$ cat config.mk
export PLATFORM = sky130hd
export DESIGN_NAME = unsigned_shift_multiplier
export DESIGN_NICKNAME = d
export VERILOG_FILES = /design/src/rtl/mul_pkg.sv /design/src/rtl/mul_product_reg.sv /design/src/rtl/unsigned_shift_multiplier.sv
export SDC_FILE = /design/constraint.sdc
export NUM_CORES = 1
export LEC_CHECK = 0
export ABC_AREA = 1
export CAP_MARGIN = 10
export CORE_MARGIN = 5
export CORE_UTILIZATION = 50
export CTS_CLUSTER_SIZE = 20
export DETAILED_ROUTE_END_ITERATION = 8
export HOLD_SLACK_MARGIN = 0.12
export PLACE_DENSITY = 0.9
export REMOVE_ABC_BUFFERS = 1
export SETUP_SLACK_MARGIN = 0.05
export SLEW_MARGIN = 15
export SYNTH_ARGS = -nofsm -noshare
export SYNTH_HDL_FRONTEND = slang
export SYNTH_HIERARCHICAL = 1
export SYNTH_SLANG_ARGS = --single-unit
$ cat constraint.sdc
create_clock -name clk -period 2.1 [get_ports clk]
set_input_delay 0.21 -clock clk [delete_from_list [all_inputs] [get_ports clk]]
set_output_delay 0.21 -clock clk [all_outputs]
set_load 0.03 [all_outputs]
$ cat src/rtl/mul_pkg.sv
// Shared types and sizing for the sequential shift-add multiplier.
package mul_pkg;

    typedef enum logic [1:0] {
        IDLE = 2'd0,
        RUN  = 2'd1,
        DONE = 2'd2
    } state_t;

    localparam int DEFAULT_WIDTH = 32;
    localparam int CNT_W         = $clog2(DEFAULT_WIDTH);

endpackage

$ cat src/rtl/mul_product_reg.sv
// Product register for the shift-add multiplier: {carry, upper, lower}, 2*WIDTH+1 bits.
// The upper half accumulates partial sums while the lower half shifts out multiplier bits.
module mul_product_reg
    import mul_pkg::*;
#(
    parameter int WIDTH = DEFAULT_WIDTH
) (
    input  logic               clk,
    input  logic               rst,
    input  logic               load,
    input  logic [WIDTH-1:0]   load_value,
    input  logic               add_shift,
    input  logic               shift_only,
    input  logic [WIDTH-1:0]   sum,
    input  logic               carry,
    output logic [2*WIDTH-1:0] product
);

    logic [2*WIDTH:0] preg;

    // Load, add-then-shift or plain shift; the carry slot drops into the upper MSB on each shift.
    always_ff @(posedge clk) begin
        if (rst) begin
            preg <= {(2*WIDTH+1){1'b0}};
        end else if (load) begin
            preg <= {1'b0, {WIDTH{1'b0}}, load_value};
        end else if (add_shift) begin
            preg <= {1'b0, carry, sum, preg[WIDTH-1:1]};
        end else if (shift_only) begin
            preg <= {1'b0, preg[2*WIDTH], preg[2*WIDTH-1:WIDTH], preg[WIDTH-1:1]};
        end else begin
            preg <= preg;
        end
    end

    assign product = preg[2*WIDTH-1:0];

endmodule

$ cat src/rtl/unsigned_shift_multiplier.sv
// Sequential unsigned WIDTH x WIDTH -> 2*WIDTH multiplier, one multiplier bit per clock.
// Optional macro MUL_ZERO_SKIP_EN: a zero operand finishes after a single RUN cycle.
module unsigned_shift_multiplier
    import mul_pkg::*;
#(
    parameter int WIDTH = DEFAULT_WIDTH
) (
    input  logic               clk,
    input  logic               rst,
    input  logic               start,
    input  logic [WIDTH-1:0]   multiplicand,
    input  logic [WIDTH-1:0]   multiplier,
    output logic               busy,
    output logic               rdy,
    output logic [WIDTH-1:0]   hi,
    output logic [WIDTH-1:0]   lo,
    output logic [2*WIDTH-1:0] product
);

    localparam int CNT_BITS = (WIDTH > 1) ? $clog2(WIDTH) : 1;
    localparam logic [CNT_BITS-1:0] LAST_COUNT = CNT_BITS'(WIDTH - 1);

    state_t              state;
    logic [WIDTH-1:0]    mcand;
    logic [CNT_BITS-1:0] count;
    logic                accept;
    logic                step;
    logic                last;
    logic                zero;
    logic [WIDTH:0]      sum;
    logic [WIDTH-1:0]    load_value;
    logic                add_shift;
    logic                shift_only;
`ifdef MUL_ZERO_SKIP_EN
    logic                skip;
`endif

    // Datapath control and the WIDTH+1-bit adder feeding the product register.
    always_comb begin
        accept     = start && (state != RUN);
        step       = (state == RUN);
        sum        = {1'b0, product[2*WIDTH-1:WIDTH]} + {1'b0, mcand};
`ifdef MUL_ZERO_SKIP_EN
        zero       = (multiplicand == {WIDTH{1'b0}}) || (multiplier == {WIDTH{1'b0}});
        last       = (count == LAST_COUNT) || skip;
`else
        zero       = 1'b0;
        last       = (count == LAST_COUNT);
`endif
        if (zero) begin
            load_value = {WIDTH{1'b0}};
        end else begin
            load_value = multiplier;
        end
        add_shift  = step && product[0];
        shift_only = step && !product[0];
    end

    // Controller: operand capture, step counter and registered busy/rdy.
    always_ff @(posedge clk) begin
        if (rst) begin
            state <= IDLE;
            busy  <= 1'b0;
            rdy   <= 1'b0;
            mcand <= {WIDTH{1'b0}};
            count <= {CNT_BITS{1'b0}};
`ifdef MUL_ZERO_SKIP_EN
            skip  <= 1'b0;
`endif
        end else begin
            case (state)
                IDLE, DONE: begin
                    rdy <= 1'b0;
                    if (accept) begin
                        mcand <= multiplicand;
                        count <= {CNT_BITS{1'b0}};
                        state <= RUN;
                        busy  <= 1'b1;
`ifdef MUL_ZERO_SKIP_EN
                        skip  <= zero;
`endif
                    end else begin
                        state <= state;
                        busy  <= 1'b0;
                    end
                end
                RUN: begin
                    count <= count + {{(CNT_BITS-1){1'b0}}, 1'b1};
                    if (last) begin
                        state <= DONE;
                        busy  <= 1'b0;
                        rdy   <= 1'b1;
                    end else begin
                        state <= RUN;
                        busy  <= 1'b1;
                        rdy   <= 1'b0;
                    end
                end
                default: begin
                    state <= IDLE;
                    busy  <= 1'b0;
                    rdy   <= 1'b0;
                end
            endcase
        end
    end

    mul_product_reg #(
        .WIDTH (WIDTH)
    ) u_product_reg (
        .clk        (clk),
        .rst        (rst),
        .load       (accept),
        .load_value (load_value),
        .add_shift  (add_shift),
        .shift_only (shift_only),
        .sum        (sum[WIDTH-1:0]),
        .carry      (sum[WIDTH]),
        .product    (product)
    );

    assign hi = product[2*WIDTH-1:WIDTH];
    assign lo = product[WIDTH-1:0];

endmodule

---- After elaboration in Yosys (flattened, before gate mapping) ----
Cells that the tools add are included.
storage, ports and cells
  bits in registers ....................... 105
  bits of input ports ..................... 67
  output and inout bits ................... 130
  word-level logic and storage cells ...... 40
operators by class
  add/subtract/negate cells ............... 2
  equality and inequality tests ........... 5
  muxes and demuxes ....................... 12
  bitwise operators ....................... 1
  reductions and logical operators ........ 13
operator list
  operator                                                         number
  64-bit 2-to-1 mux                                                2
  32-bit by 32-bit adder with 33-bit output                        1
  32-bit 2-to-1 mux                                                1
  5-bit case mux with 2 select lines                               1
  2-bit OR reduction                                               3
  5-bit by 1-bit adder with 5-bit output, second input constant    1
  5-bit == test, second input constant                             1
  5-bit 2-to-1 mux                                                 1
  2-bit 2-to-1 mux                                                 2
  2-bit case mux with 2 select lines                               1
  2-bit AND reduction                                              2
  2-bit nonzero test                                               2
  1-bit logical AND                                                3
  1-bit 2-to-1 mux                                                 3
  3-bit nonzero test                                               1
  2-bit by 1-bit == test with 1-bit output, second input constant  1
  2-bit == test, second input constant                             1
  2-bit logical NOT                                                1
  2-bit by 1-bit != test with 1-bit output, second input constant  1
  2-bit != test, second input constant                             1
  1-bit case mux with 2 select lines                               1
  1-bit logical NOT                                                1
  1-bit inverter                                                   1

---- Depth between registers and ports, before layout ----
  depth in word-level cells ............... 5
  depth in mapped cells ................... 16

---- Modules after synthesis ----
The synthesis kept the hierarchy.
modules (own cells, without submodules)
  module                     instances  cells each  area an instance (um^2)  seq. area each (um^2)
  unsigned_shift_multiplier  1          758         4404.2                   820.8
  mul_product_reg            1          455         3065.4                   1281.2

---- Least setup slack after synthesis ----
Ideal clock, no wire load.
  path kind ............................... reg-to-reg
  start ................................... register u_product_reg.preg[32]
  end ..................................... register u_product_reg.preg[59]
  library setup time ...................... 0.109 ns
  arrival ................................. 1.980 ns
  slack ................................... 0.011 ns
  cell stages (with the launch flop) ...... 17
  cell sequence ........................... dfxtp_1 > ha_1 > fa_1 > nand3_1 > nand3_2 > nand2_1 > nand2_2 > nand2_1 > nand2_2 > nand2_1 > nand2_1 > nand2_1 > nand2_1 > nor2_1 > nor2_1 > nand2_1 > inv_1
between the ends
  longest elaborated chain between the ends .. 2
RTL lines
  element                                    RTL line                         text
  start: declaration                         mul_product_reg.sv:19            logic [2*WIDTH:0] preg;
  start signal: assignment                   mul_product_reg.sv:24            preg <= {(2*WIDTH+1){1'b0}};
  start signal: assignment                   mul_product_reg.sv:26            preg <= {1'b0, {WIDTH{1'b0}}, load_value};
  start signal: assignment                   mul_product_reg.sv:28            preg <= {1'b0, carry, sum, preg[WIDTH-1:1]};
  32-bit by 32-bit adder with 33-bit output  unsigned_shift_multiplier.sv:42  sum = {1'b0, product[2*WIDTH-1:WIDTH]} + {1'b0, mcand};
  via sum[28]                                unsigned_shift_multiplier.sv:30  logic [WIDTH:0] sum;
  64-bit 2-to-1 mux                          mul_product_reg.sv:27            end else if (add_shift) begin
The timed path passes the listed nets, and every way through them passes these cells.
A chain may end at the register's enable or synchronous reset.

---- Worst setup path in the final report ----
  start ................................... register u_product_reg.preg[40]
  end ..................................... register u_product_reg.preg[57]
Same word-level chain as after synthesis.

==> impl_metrics.env <==
export IMPL_drt_iter0_markers=559
export IMPL_status="complete, no violations"
export IMPL_tns_ns=0
export IMPL_path_max_fanout=5
export IMPL_final_cell_mix="467 x nand2_1, 195 x clkdlybuf4s50_1, 132 x inv_1, 101 x nor2_1, 95 x dfxtp_1"
export IMPL_syn_instance_count=1213
export IMPL_seqCellArea_um2=2120
export IMPL_synth_top_area_cell="dfxtp_1"
export IMPL_min_period_ns=1.92
export IMPL_wl_per_cell_um=14.8
export IMPL_powerDensity_nw_per_um2=572
export IMPL_cts_root_buf="clkbuf_16"
export IMPL_max_slew_margin_rel=0.657
export IMPL_finalNonFillerCells=1538
export IMPL_final_common_cell="nand2_1"
export IMPL_antenna_found_initial=0
export IMPL_fin_crit_sh=0.915
export IMPL_grt_overflow_total=0
export IMPL_port_buffers=196
export IMPL_yosysSeqAreaShare=0.281
export IMPL_wl_mm=22.8
export IMPL_fillCellCount=1237
export IMPL_final_net_count=1451
export IMPL_synth_edff_count=0
export IMPL_start_util=0.512
export IMPL_path_class="flip-flop to flip-flop"
export IMPL_setup_violations=0
export IMPL_synthFlopType="dfxtp_1"
export IMPL_num_antenna_cells=0
export IMPL_grt_setup_unrepaired="true"
export IMPL_grt_max_degree=38
export IMPL_total_power_mw=5.57
export IMPL_synthesis_area_um2=7470
export IMPL_ant_nets=0
export IMPL_cts_sinks=105
export IMPL_syn_area_per_cell_um2=6.16
export IMPL_ioPinCount=197
export IMPL_dp_cells=1518
export IMPL_dp_slack_ns=0.0929
export IMPL_max_freq_mhz=520
export IMPL_die_y_um=132
export IMPL_required_ns=2.37
export IMPL_gp_congestion=0.974
export IMPL_synth_top_area_frac=0.281
export IMPL_grt_pass1_wl_mm=35.8
export IMPL_row_count=44
export IMPL_coreArea_um2=14600
export IMPL_vias=7796
export IMPL_yosys_warnings=6
export IMPL_cts_hold_buf=0
export IMPL_post_route_util=0.668
export IMPL_arrival_ns=2.19
export IMPL_clkTransAtPathRegs_ns=0.08
export IMPL_worst_pin_slew_ns=0.514
export IMPL_multiInputGateArea_um2=4290
export IMPL_die_x_um=132
export IMPL_dr_pass1_iters=5
export IMPL_syn2layout_area_growth_pct=30.4
export IMPL_crit_path_start_kind="flip-flop"
export IMPL_synthDistinctLibCells=36
export IMPL_peakVddDrop_v=0.000631
export IMPL_worstSkewPairLatency_ns=0.36
export IMPL_die_area_um2=17500
export IMPL_cts_buffer_depth=2
export IMPL_drc_errors=0
export IMPL_skew_ns=0.0118
export IMPL_fin_ws_ns=0.178
export IMPL_async_reset_ff_frac=0
export IMPL_ys_seq_elements=105
export IMPL_drive_gt1_frac=0.112
export IMPL_drv_slew=0
export IMPL_cts_made_buffers=9
export IMPL_grt_pass1_vias=7496
export IMPL_synth_area_leaders="dfxtp_1 28%, nand2_1 24%, buf_4 7.1%"
export IMPL_cts_max_level=3
export IMPL_worstHoldPathType="input pin to flip-flop"
export IMPL_critPathCaptureType="flip-flop"
export IMPL_hold_viol_final=0
export IMPL_cap_violations=0
export IMPL_hpwl_mm=16.8
export IMPL_viasPerCell=5.07
export IMPL_p_leak_nw=4.73
export IMPL_cts_tree="done"
export IMPL_track_usage=0.245
per-stage QoR:
| step | area, um^2 | hold slack, ns |
|---|---|---|
| floorplan | 6710 | 0.272 |
| finish | 9740 | 0.307 |
| global route | 9740 | 0.311 |
| global placement | 9170 | 0.448 |
| CTS | 9490 | 0.295 |
| detailed placement | 9170 | 0.461 |
cell families (layout without fill, tap and decap cells):
group,count (synthesis),after routing,synth area share
AO/OA/AOI/OAI,154,154,0.110
adder cells (fa/ha/maj),35,35,0.0596
flip-flops,105,105,0.281
buffers and inverters,244,385,0.172
XOR/XNOR,15,15,0.0176
AND/OR/NAND/NOR,660,660,0.360
worst max-delay path, stage by stage, from the launching register on:
cell	delay (ns)
dfxtp_1	0.32
ha_1	0.38
nand2_1	0.22
inv_1	0.06
nand2_1	0.06
nand2_1	0.06
inv_1	0.09
nand3_2	0.14
nand2_1	0.11
nand3_1	0.06
nand2_1	0.06
nand2_1	0.04
nor2_1	0.09
nor2_1	0.05
nand2_1	0.05
inv_1	0.03
cells in the mapped netlist (6+ instances only):
| master | number |
|---|---|
| nand3_1 | 32 |
| nand2_1 | 477 |
| dfxtp_1 | 105 |
| a21oi_2 | 10 |
| nand2_2 | 19 |
| clkbuf_1 | 9 |
| ha_1 | 34 |
| inv_1 | 132 |
| o21ai_0 | 22 |
| buf_6 | 9 |
| xor2_1 | 15 |
| o21ai_1 | 23 |
| buf_2 | 12 |
| nor3_1 | 6 |
| a21oi_1 | 95 |
| buf_4 | 71 |
| nor2_1 | 106 |
area by class of cell:
cell class / count / share of cell area
repair buffers: 231 / 0.232
multi-input cells: 864 / 0.441
clock buffers: 9 / 0.0231
flip-flops and latches: 105 / 0.217
well taps: 184 / 0.0236
inverters: 138 / 0.0537
clock inverters: 7 / 0.00989
per-layer routing:
metal | wire length (um) | up-vias | track usage | part of all wire
met1 | 9310 | 3480 | 0.292 | 0.41
met4 | 527 | 0 | 0.0707 | 0.023
met3 | 1950 | 40 | 0.0748 | 0.086
li1 | - | 3933 | - | -
met5 | 0 | - | 0 | 0
met2 | 11000 | 343 | 0.426 | 0.48
flip-flops by register name, indices dropped and copies added (netlist names):
register,flops
busy,1
count,5
mcand,32
rdy,1
state,2
u_product_reg/preg,64
power by group:
| group | switching [mW] | leakage (nW) | total, mW | internal [mW] |
|---|---|---|---|---|
| registers | 0.129 | 0.862 | 2.24 | 2.11 |
| logic | 0.897 | 3.71 | 1.49 | 0.595 |
| clock network | 0.875 | 0.155 | 1.84 | 0.966 |
final timing paths:
| check | start | to | slack (ns) | cells past startpoint |
|---|---|---|---|---|
| max reg2reg | u_product_reg/preg[40] | u_product_reg/preg[57] | 0.18 | 15 |
| min reg2reg | mcand[5] | mcand[5] | 0.48 | 2 |
| max | u_product_reg/preg[40] | u_product_reg/preg[57] | 0.18 | 15 |
| min | rst | mcand[31] | 0.31 | 2 |
repair_timing:
item,4_1_cts,5_1_grt
resized for setup,0,54
setup buffers,0,4
setup endpoints to repair,0,18
Note: power is estimated with default switching activity, not from simulation.
